### src/rtl/uart_alu_defs_pkg.sv
// Shared definitions for the UART ALU command protocol: widths, opcodes,
// request frame byte order and host FSM state encodings.
package uart_alu_defs;

  localparam int DEF_DATA_WIDTH = 8;
  localparam int DEF_OPCODE_SZ  = 6;

  // ALU opcodes understood by the responder
  localparam logic [DEF_OPCODE_SZ-1:0] OP_ADD = 6'h20;
  localparam logic [DEF_OPCODE_SZ-1:0] OP_SUB = 6'h22;
  localparam logic [DEF_OPCODE_SZ-1:0] OP_AND = 6'h24;
  localparam logic [DEF_OPCODE_SZ-1:0] OP_OR  = 6'h25;
  localparam logic [DEF_OPCODE_SZ-1:0] OP_XOR = 6'h26;
  localparam logic [DEF_OPCODE_SZ-1:0] OP_NOR = 6'h27;
  localparam logic [DEF_OPCODE_SZ-1:0] OP_SRL = 6'h02;
  localparam logic [DEF_OPCODE_SZ-1:0] OP_SRA = 6'h03;

  // Request frame: operand A first, then operand B, then the opcode byte
  localparam int BYTE_IDX_A   = 0;
  localparam int BYTE_IDX_B   = 1;
  localparam int BYTE_IDX_OP  = 2;
  localparam int FRAME_BYTES  = 3;

  typedef enum logic [2:0] {
    ST_IDLE     = 3'd0,
    ST_SEND_A   = 3'd1,
    ST_SEND_B   = 3'd2,
    ST_SEND_OP  = 3'd3,
    ST_WAIT_RES = 3'd4
  } state_t;

endpackage

### src/rtl/uart_alu_host_timeout_counter.sv
// Response timeout counter: counts enabled cycles from a synchronous clear
// and flags the terminal count TIMEOUT_CYCLES-1, where it then holds.
module timeout_counter #(
  parameter int TIMEOUT_CYCLES = 2000000,
  parameter int TO_W           = $clog2(TIMEOUT_CYCLES)
) (
  input  logic i_clk,
  input  logic i_reset,
  input  logic i_clear,
  input  logic i_enable,
  output logic o_tc
);

  localparam logic [TO_W-1:0] TC_VAL = TO_W'(TIMEOUT_CYCLES - 1);

  logic [TO_W-1:0] count;

  // Count up while enabled; stop at terminal count so the flag cannot wrap
  always_ff @(posedge i_clk or posedge i_reset) begin
    if (i_reset)
      count <= '0;
    else if (i_clear)
      count <= '0;
    else if (i_enable && !o_tc)
      count <= count + 1'b1;
  end

  assign o_tc = (count == TC_VAL);

endmodule

### src/rtl/uart_alu_host.sv
// Host-side initiator for the UART ALU protocol: sends A, B, opcode into the
// TX FIFO, then waits (with timeout) for one result byte from the RX FIFO.
//
// state       | meaning
// ------------+------------------------------------------------------------
// ST_IDLE     | ready for a request; drains stale RX bytes first
// ST_SEND_A   | pushing latched operand A (held while TX full)
// ST_SEND_B   | pushing latched operand B
// ST_SEND_OP  | pushing zero-extended opcode
// ST_WAIT_RES | waiting for result byte; timeout counter running
module uart_alu_host
  import uart_alu_defs::*;
#(
  parameter int DATA_WIDTH     = DEF_DATA_WIDTH,
  parameter int OPCODE_SZ      = DEF_OPCODE_SZ,
  parameter int TIMEOUT_CYCLES = 2000000,
  parameter int TO_W           = $clog2(TIMEOUT_CYCLES)
) (
  input  logic                  i_clk,
  input  logic                  i_reset,
  input  logic                  i_start,
  input  logic [DATA_WIDTH-1:0] i_op_a,
  input  logic [DATA_WIDTH-1:0] i_op_b,
  input  logic [OPCODE_SZ-1:0]  i_op_code,
  input  logic                  i_tx_full,
  input  logic                  i_rx_empty,
  input  logic [DATA_WIDTH-1:0] i_r_data,
  output logic [DATA_WIDTH-1:0] o_w_data,
  output logic                  o_wr_uart,
  output logic                  o_rd_uart,
  output logic                  o_ready,
  output logic                  o_busy,
  output logic                  o_done,
  output logic                  o_timeout,
  output logic [DATA_WIDTH-1:0] o_result
);

  state_t                state, state_nxt;
  logic [DATA_WIDTH-1:0] op_a_q, op_b_q;
  logic [OPCODE_SZ-1:0]  op_code_q;
  logic                  accept;
  logic                  cnt_en;
  logic                  to_tc;

  timeout_counter #(
    .TIMEOUT_CYCLES (TIMEOUT_CYCLES),
    .TO_W           (TO_W)
  ) u_timeout (
    .i_clk    (i_clk),
    .i_reset  (i_reset),
    .i_clear  (accept),
    .i_enable (cnt_en),
    .o_tc     (to_tc)
  );

  // State register
  always_ff @(posedge i_clk or posedge i_reset) begin
    if (i_reset)
      state <= ST_IDLE;
    else
      state <= state_nxt;
  end

  // Next-state logic: each send state advances only on a cycle that pushes
  always_comb begin
    state_nxt = state;
    case (state)
      ST_IDLE:     if (i_rx_empty && i_start) state_nxt = ST_SEND_A;
      ST_SEND_A:   if (!i_tx_full)            state_nxt = ST_SEND_B;
      ST_SEND_B:   if (!i_tx_full)            state_nxt = ST_SEND_OP;
      ST_SEND_OP:  if (!i_tx_full)            state_nxt = ST_WAIT_RES;
      ST_WAIT_RES: if (!i_rx_empty || to_tc)  state_nxt = ST_IDLE;
      default:                                state_nxt = ST_IDLE;
    endcase
  end

  // Output decode; every strobe is suppressed while reset is held
  always_comb begin
    o_w_data  = '0;
    o_wr_uart = 1'b0;
    o_rd_uart = 1'b0;
    o_ready   = 1'b0;
    o_busy    = 1'b0;
    accept    = 1'b0;
    cnt_en    = 1'b0;
    if (!i_reset) begin
      case (state)
        ST_IDLE: begin
          o_ready   = i_rx_empty;
          o_rd_uart = !i_rx_empty;
          accept    = i_rx_empty && i_start;
        end
        ST_SEND_A: begin
          o_busy    = 1'b1;
          o_wr_uart = !i_tx_full;
          o_w_data  = op_a_q;
        end
        ST_SEND_B: begin
          o_busy    = 1'b1;
          o_wr_uart = !i_tx_full;
          o_w_data  = op_b_q;
        end
        ST_SEND_OP: begin
          o_busy    = 1'b1;
          o_wr_uart = !i_tx_full;
          o_w_data  = DATA_WIDTH'(op_code_q);
        end
        ST_WAIT_RES: begin
          o_busy    = 1'b1;
          o_rd_uart = !i_rx_empty;
          cnt_en    = i_rx_empty;
        end
        default: ;
      endcase
    end
  end

  // Request latch, result capture and registered done/timeout pulse
  always_ff @(posedge i_clk or posedge i_reset) begin
    if (i_reset) begin
      op_a_q    <= '0;
      op_b_q    <= '0;
      op_code_q <= '0;
      o_result  <= '0;
      o_done    <= 1'b0;
      o_timeout <= 1'b0;
    end else begin
      o_done    <= 1'b0;
      o_timeout <= 1'b0;
      if (accept) begin
        op_a_q    <= i_op_a;
        op_b_q    <= i_op_b;
        op_code_q <= i_op_code;
      end
      if (state == ST_WAIT_RES) begin
        // A byte present on the terminal-count cycle still counts as a result
        if (!i_rx_empty) begin
          o_result <= i_r_data;
          o_done   <= 1'b1;
        end else if (to_tc) begin
          o_done    <= 1'b1;
          o_timeout <= 1'b1;
        end
      end
    end
  end

endmodule
### config.mk
export PLATFORM = sky130hd
export DESIGN_NAME = uart_alu_host
export DESIGN_NICKNAME = d
export VERILOG_FILES = /design/src/rtl/uart_alu_defs_pkg.sv /design/src/rtl/uart_alu_host_timeout_counter.sv /design/src/rtl/uart_alu_host.sv
export SDC_FILE = /design/constraint.sdc
export NUM_CORES = 1
export LEC_CHECK = 0
export CORE_UTILIZATION = 30
export DETAILED_ROUTE_END_ITERATION = 7
export HOLD_SLACK_MARGIN = 0.02
export SYNTH_ARGS = -nofsm -noshare
export SYNTH_HDL_FRONTEND = slang
export SYNTH_HIERARCHICAL = 1
export SYNTH_SLANG_ARGS = --single-unit
### constraint.sdc
create_clock -name i_clk -period 2.15 [get_ports i_clk]
set_input_delay 0.215 -clock i_clk [delete_from_list [all_inputs] [get_ports i_clk]]
set_output_delay 0.215 -clock i_clk [all_outputs]
set_load 0.03 [all_outputs]
# ---- Word level (Yosys, flattened, before mapping)
# Cells that the tools add are included.
dict set report word_totals {
  register_bits 56
  input_bits 35
  out_inout_bits 22
  word_cells 60
}
dict set report classes {
  n_addsub 1
  eq_ne 10
  mux 27
  bitwise_logic 1
  n_reduce_logical 13
}
# operator n
set op_table {}
lappend op_table {{$mux 21} 2}
lappend op_table {{$pmux 8 s3} 1}
lappend op_table {{$add 21x1->21 const B} 1}
lappend op_table {{$eq 21x21->1 const B} 1}
lappend op_table {{$mux 1} 17}
lappend op_table {{$mux 3} 5}
lappend op_table {{$pmux 3 s5} 1}
lappend op_table {{$ne 2x2->1 const B} 5}
lappend op_table {{$mux 8} 1}
lappend op_table {{$eq 3x2->1 const B} 2}
lappend op_table {{$reduce_and 5->1} 1}
lappend op_table {{$reduce_or 4->1} 1}
lappend op_table {{$eq 3x1->1 const B} 1}
lappend op_table {{$eq 3x3->1 const B} 1}
lappend op_table {{$logic_not 1->1} 3}
lappend op_table {{$logic_not 3->1} 1}
lappend op_table {{$reduce_or 3->1} 1}
lappend op_table {{$logic_and 1x1->1} 2}
lappend op_table {{$reduce_and 2->1} 1}
lappend op_table {{$reduce_bool 2->1} 1}
lappend op_table {{$reduce_or 2->1} 1}
lappend op_table {{$logic_or 1x1->1} 1}
lappend op_table {{$not 1->1} 1}

# ---- Depth between registers and ports, before layout
dict set report logic_depth {
  ltp_word 6
  ltp_mapped 9
  depth_no_buf 7
}

# ---- By module
# The synthesis kept the hierarchy.
# mod n_inst cells_each area_each_um2 seq_area_each_um2
set modules_own_cells {}
lappend modules_own_cells {uart_alu_host 1 123 1695.4 875.8}
lappend modules_own_cells {timeout_counter 1 136 1252.5 525.5}

# ---- Worst setup path after synthesis
# No wires, ideal clock.
dict set report synth_path {
  path_kind {reg-to-reg}
  from {register state[1]}
  to {register u_timeout.count[20]}
  setup_ps 78
  t_arrival_ps 1937
  required_time_ps 2072
  setup_slack_ps 135
  stages_incl_launch_ff 9
  path_buffers 1
  period_less_slack_ps 2015
  cell_sequence {dfrtp_1 -> buf_2 -> nor2_1 -> nand3_1 -> nor2_1 -> nand3_1 -> or3_1 -> or4_1 -> a21oi_1}
}
dict set report synth_between {
  elab_chain_len 5
  elab_cells_between_ends 9
  classes_between {eq/ne (1); mux (5); reduce/logical (3)}
}
# element line
set synth_lines {}
lappend synth_lines {{start: declaration} uart_alu_host.sv:38} ;# state_t state, state_nxt;
lappend synth_lines {{start signal: assignment} uart_alu_host.sv:61} ;# state <= state_nxt;
lappend synth_lines {{$eq 3x3->1} uart_alu_host.sv:87} ;# case (state)
lappend synth_lines {{$mux 1} uart_alu_host.sv:87}
lappend synth_lines {{$mux 1} uart_alu_host.sv:86} ;# if (!i_reset) begin
lappend synth_lines {{net cnt_en} uart_alu_host.sv:42} ;# logic cnt_en;
lappend synth_lines {{$logic_and 1x1->1} uart_alu_host_timeout_counter.sv:24} ;# else if (i_enable && !o_tc)
lappend synth_lines {{$reduce_bool 2->1 (no line)} n/a}
lappend synth_lines {{end signal: assignment} uart_alu_host_timeout_counter.sv:25} ;# count <= count + 1'b1;
lappend synth_lines {{end: declaration} uart_alu_host_timeout_counter.sv:16} ;# logic [TO_W-1:0] count;
# The timed path passes the listed nets, and every way through them passes these cells.
# A chain may end at the register's enable or synchronous reset.

# ---- Final worst setup path
dict set report layout_path {
  from {register state[2]}
  to {output port o_ready}
}
dict set report layout_between {
  elab_chain_len 3
}
# element line
set layout_lines {}
lappend layout_lines {{$logic_not 3->1} uart_alu_host.sv:87}
lappend layout_lines {{$mux 1} uart_alu_host.sv:87}
lappend layout_lines {{$mux 1} uart_alu_host.sv:86}
lappend layout_lines {{end: declaration} uart_alu_host.sv:31} ;# output logic o_ready,
# No other way between the ends.

==> flow_summary.toml <==
[worst_setup_path]
worst_setup_path_start_kind = "flop"
cp.arrival_ns = 1.86
cp_data_required_time_ns = 1.93
critPathCaptureType = "output pin"
worst-setup-path-type = "flop to output pin"
path_max_fanout = 8

[worst_hold_path]
hold_path_class = "input port to asynchronous set/reset pin"

[logic_synthesis]
yosys.area.top_type_share_pct = 47.5
yosys_register_bits = 56
synthCells = 259
post_synth.cell_area_avg_um2 = 11.4
synth_area_leader_cell = "sky130_fd_sc_hd__dfrtp_1"
yosysWarnings = 6
post_synth_main_area_contributors = "sky130_fd_sc_hd__dfrtp_1 48%, sky130_fd_sc_hd__mux2_4 9.7%, sky130_fd_sc_hd__mux2_2 7.3%"
netlist_area_mm2 = 0.00295
synth_sequential_area_ratio_pct = 47.5
number_of_distinct_library_cells_after_synthesis = 48
synth_nets = 295

[pwr]
maximum_resistive_drop_on_vdd_v = 0.000382
leakage_nw = 1.69
power_per_cell_area_mw_per_mm2 = 976

[global_routing]
grt_pass1_vias = 2222
antenna_found_initial = 0
grt_pass1_wl_um = 10700
grt_overflow_total = 0
grtUsageTotal_pct = 13.4
grt_start_max_net_pins = 33

[place]
place.port_buffers = 56
routabilityCongestion = 0.806
dp_wirelength_um = 4660
placedCellCount = 455
placement.cell_area_mm2 = 0.00378
dp_worst_setup_slack_ns = -0.00547

[floorplan]
io_pins = 57
std_cell_rows = 35
die_height_um = 101
die-area_mm2 = 0.0102
die_width_um = 101
floorplan.core_area_mm2 = 0.00937
initial_utilization_pct = 31.5

[clock_tree]
clock_sinks = 56
cts_tree = "done"
worst_skew_pair.late_latency_ns = 0.31
cts_htree_levels = 2
numCtsBuffers = 5
clock-root-buffer = "sky130_fd_sc_hd__clkbuf_8"
clk_path_buf_depth = 2
worst_setup_hold_path_clk_slew_ns = 0.10

[timing]
timing.max_slew.rel_slack_pct = 60.8
finalWorstSetupSlack_ns = 0.0742
fin_crit_sh_pct = 96.5
timing.final.max_slew_violations = 0
skew_ns = 0.0128
setup_total_negative_slack_ns = 0
timing_hold_violations_final = 0
achievable-frequency_mhz = 482
final_period_minus_worst_setup_slack_ns = 2.08
grt_setup_unrepaired = "false"
fin_hold_ws_ns = 0.470
worst_pin_slew_ns = 0.584
setup_viol_count_final = 0

[route]
antenna_violating_nets_post_route = 0
detailroute.via_count = 2198
drt_drc_violations_left = 0
route.final.wire_length_um = 6410
wl_per_cell_um = 13.8
detail_route.vias_per_cell = 4.74
drt_pre_antenna_iters = 4
drt_iter0_markers = 59

[finish]
most-common-layout-cells = "56 x sky130_fd_sc_hd__dfrtp_1, 45 x sky130_fd_sc_hd__clkdlybuf4s50_1, 34 x sky130_fd_sc_hd__buf_4"
fill_cells = 914
drive_gt1_share_pct = 28.1
postLayoutCellArea_mm2 = 0.00388
final_nets = 370
insertedDiodeCount = 0
final_common_cell = "sky130_fd_sc_hd__dfrtp_1"
flow.area_growth_from_synthesis_pct = 31.8
stdcell_count = 464

[outcome]
run_status = "completed"

[job]
max-cap-violations = 0
area by class of cell:
type | count | area [µm²] | share of cell area, %
Multi-Input combinational cell | 183 | 1440 | 36.9
Sequential cell | 56 | 1400 | 36.1
Timing Repair Buffer | 83 | 774 | 19.9
Tap cell | 129 | 161 | 4.15
Clock buffer | 7 | 86.3 | 2.22
Inverter | 5 | 18.8 | 0.483
Clock inverter | 1 | 7.51 | 0.193
Yosys cell counts (all sizes together):
library cell,count
or4bb,1
buf,6
dfrtp,56
nor4b,1
and3,5
ha,1
nand4,7
nor3,6
a21oi,11
or2,2
or4b,2
mux2i,1
mux2,44
or3b,1
nand3b,2
o21ai,6
or4,2
nor4,3
a211oi,4
or3,6
nor2,25
a21boi,1
o211ai,1
o31ai,2
a21o,1
nand3,6
inv,5
xnor2,1
xor2,2
nor2b,11
clkbuf,9
and2,3
a31o,1
nand2,10
and4,3
a22oi,8
nand2b,3
through the flow:
step / utilization, % / total power (W)
3_3_place_gp: 40.3 / 0.00319
2_1_floorplan: - / 0.00268
6_report: 41.5 / 0.00379
3_5_place_dp: 40.3 / 0.00322
5_1_grt: 41.5 / 0.00403
4_1_cts: 41.3 / 0.00383
cell families after synthesis:
kind of cell	synth area share, %
flops	47.5
buf+inv	4.12
xor+xnor	0.892
compound gates	7.51
fa+ha+maj	0.424
simple gates	19.9
mux	19.6
flip-flops by register name, summed over array words and instances (netlist names):
signal / flops
o_timeout: 1
op_b_q: 8
op_a_q: 8
o_result: 8
op_code_q: 6
u_timeout/count: 21
state: 3
o_done: 1
worst paths after layout:
path,from,endpoint,slack (ns),cells past startpoint
worst min register to register,o_result[6],o_result[6],0.50,1
worst max register to register,u_timeout/count[14],u_timeout/count[6],0.16,5
worst min-delay path,i_reset,state[2],0.47,3
max in group asynchronous,i_reset,o_result[2],1.21,4
worst max-delay path,state[2],o_ready,0.07,4
min in group i_clk,o_result[6],o_result[6],0.50,1
critical path, stage by stage (launching register included):
cell,delay (ns)
sky130_fd_sc_hd__dfrtp_1,0.39
sky130_fd_sc_hd__buf_4,0.16
sky130_fd_sc_hd__nor2_2,0.13
sky130_fd_sc_hd__and3_2,0.19
sky130_fd_sc_hd__clkdlybuf4s50_1,0.68
report_power, final:
part	total [W]	internal (W)	switching, W
registers	0.00154	0.00137	0.000169
clock network	0.000602	0.000263	0.000339
logic	0.00165	0.000868	0.000781
total	0.00379	0.00250	0.00129
layer usage:
metal	GRT usage (%)	up-vias	part of all wire, %
li1	-	1081	-
met1	17.7	1070	48
met2	22.0	42	46
met3	3.26	5	4.9
met4	3.68	0	1.0
met5	0	-	0
repair_timing:
| action | in CTS | in global routing |
|---|---|---|
| gates resized for setup | 1 | 2 |
| gates cloned | 0 | 0 |
| endpoints found under the setup margin | 1 | 7 |
| pin swaps | 0 | 2 |
| endpoints found under the hold margin | 0 | 0 |
| setup buffers | 0 | 1 |
| hold buffers | 0 | 0 |
Note: power is estimated with default switching activity, not from simulation.
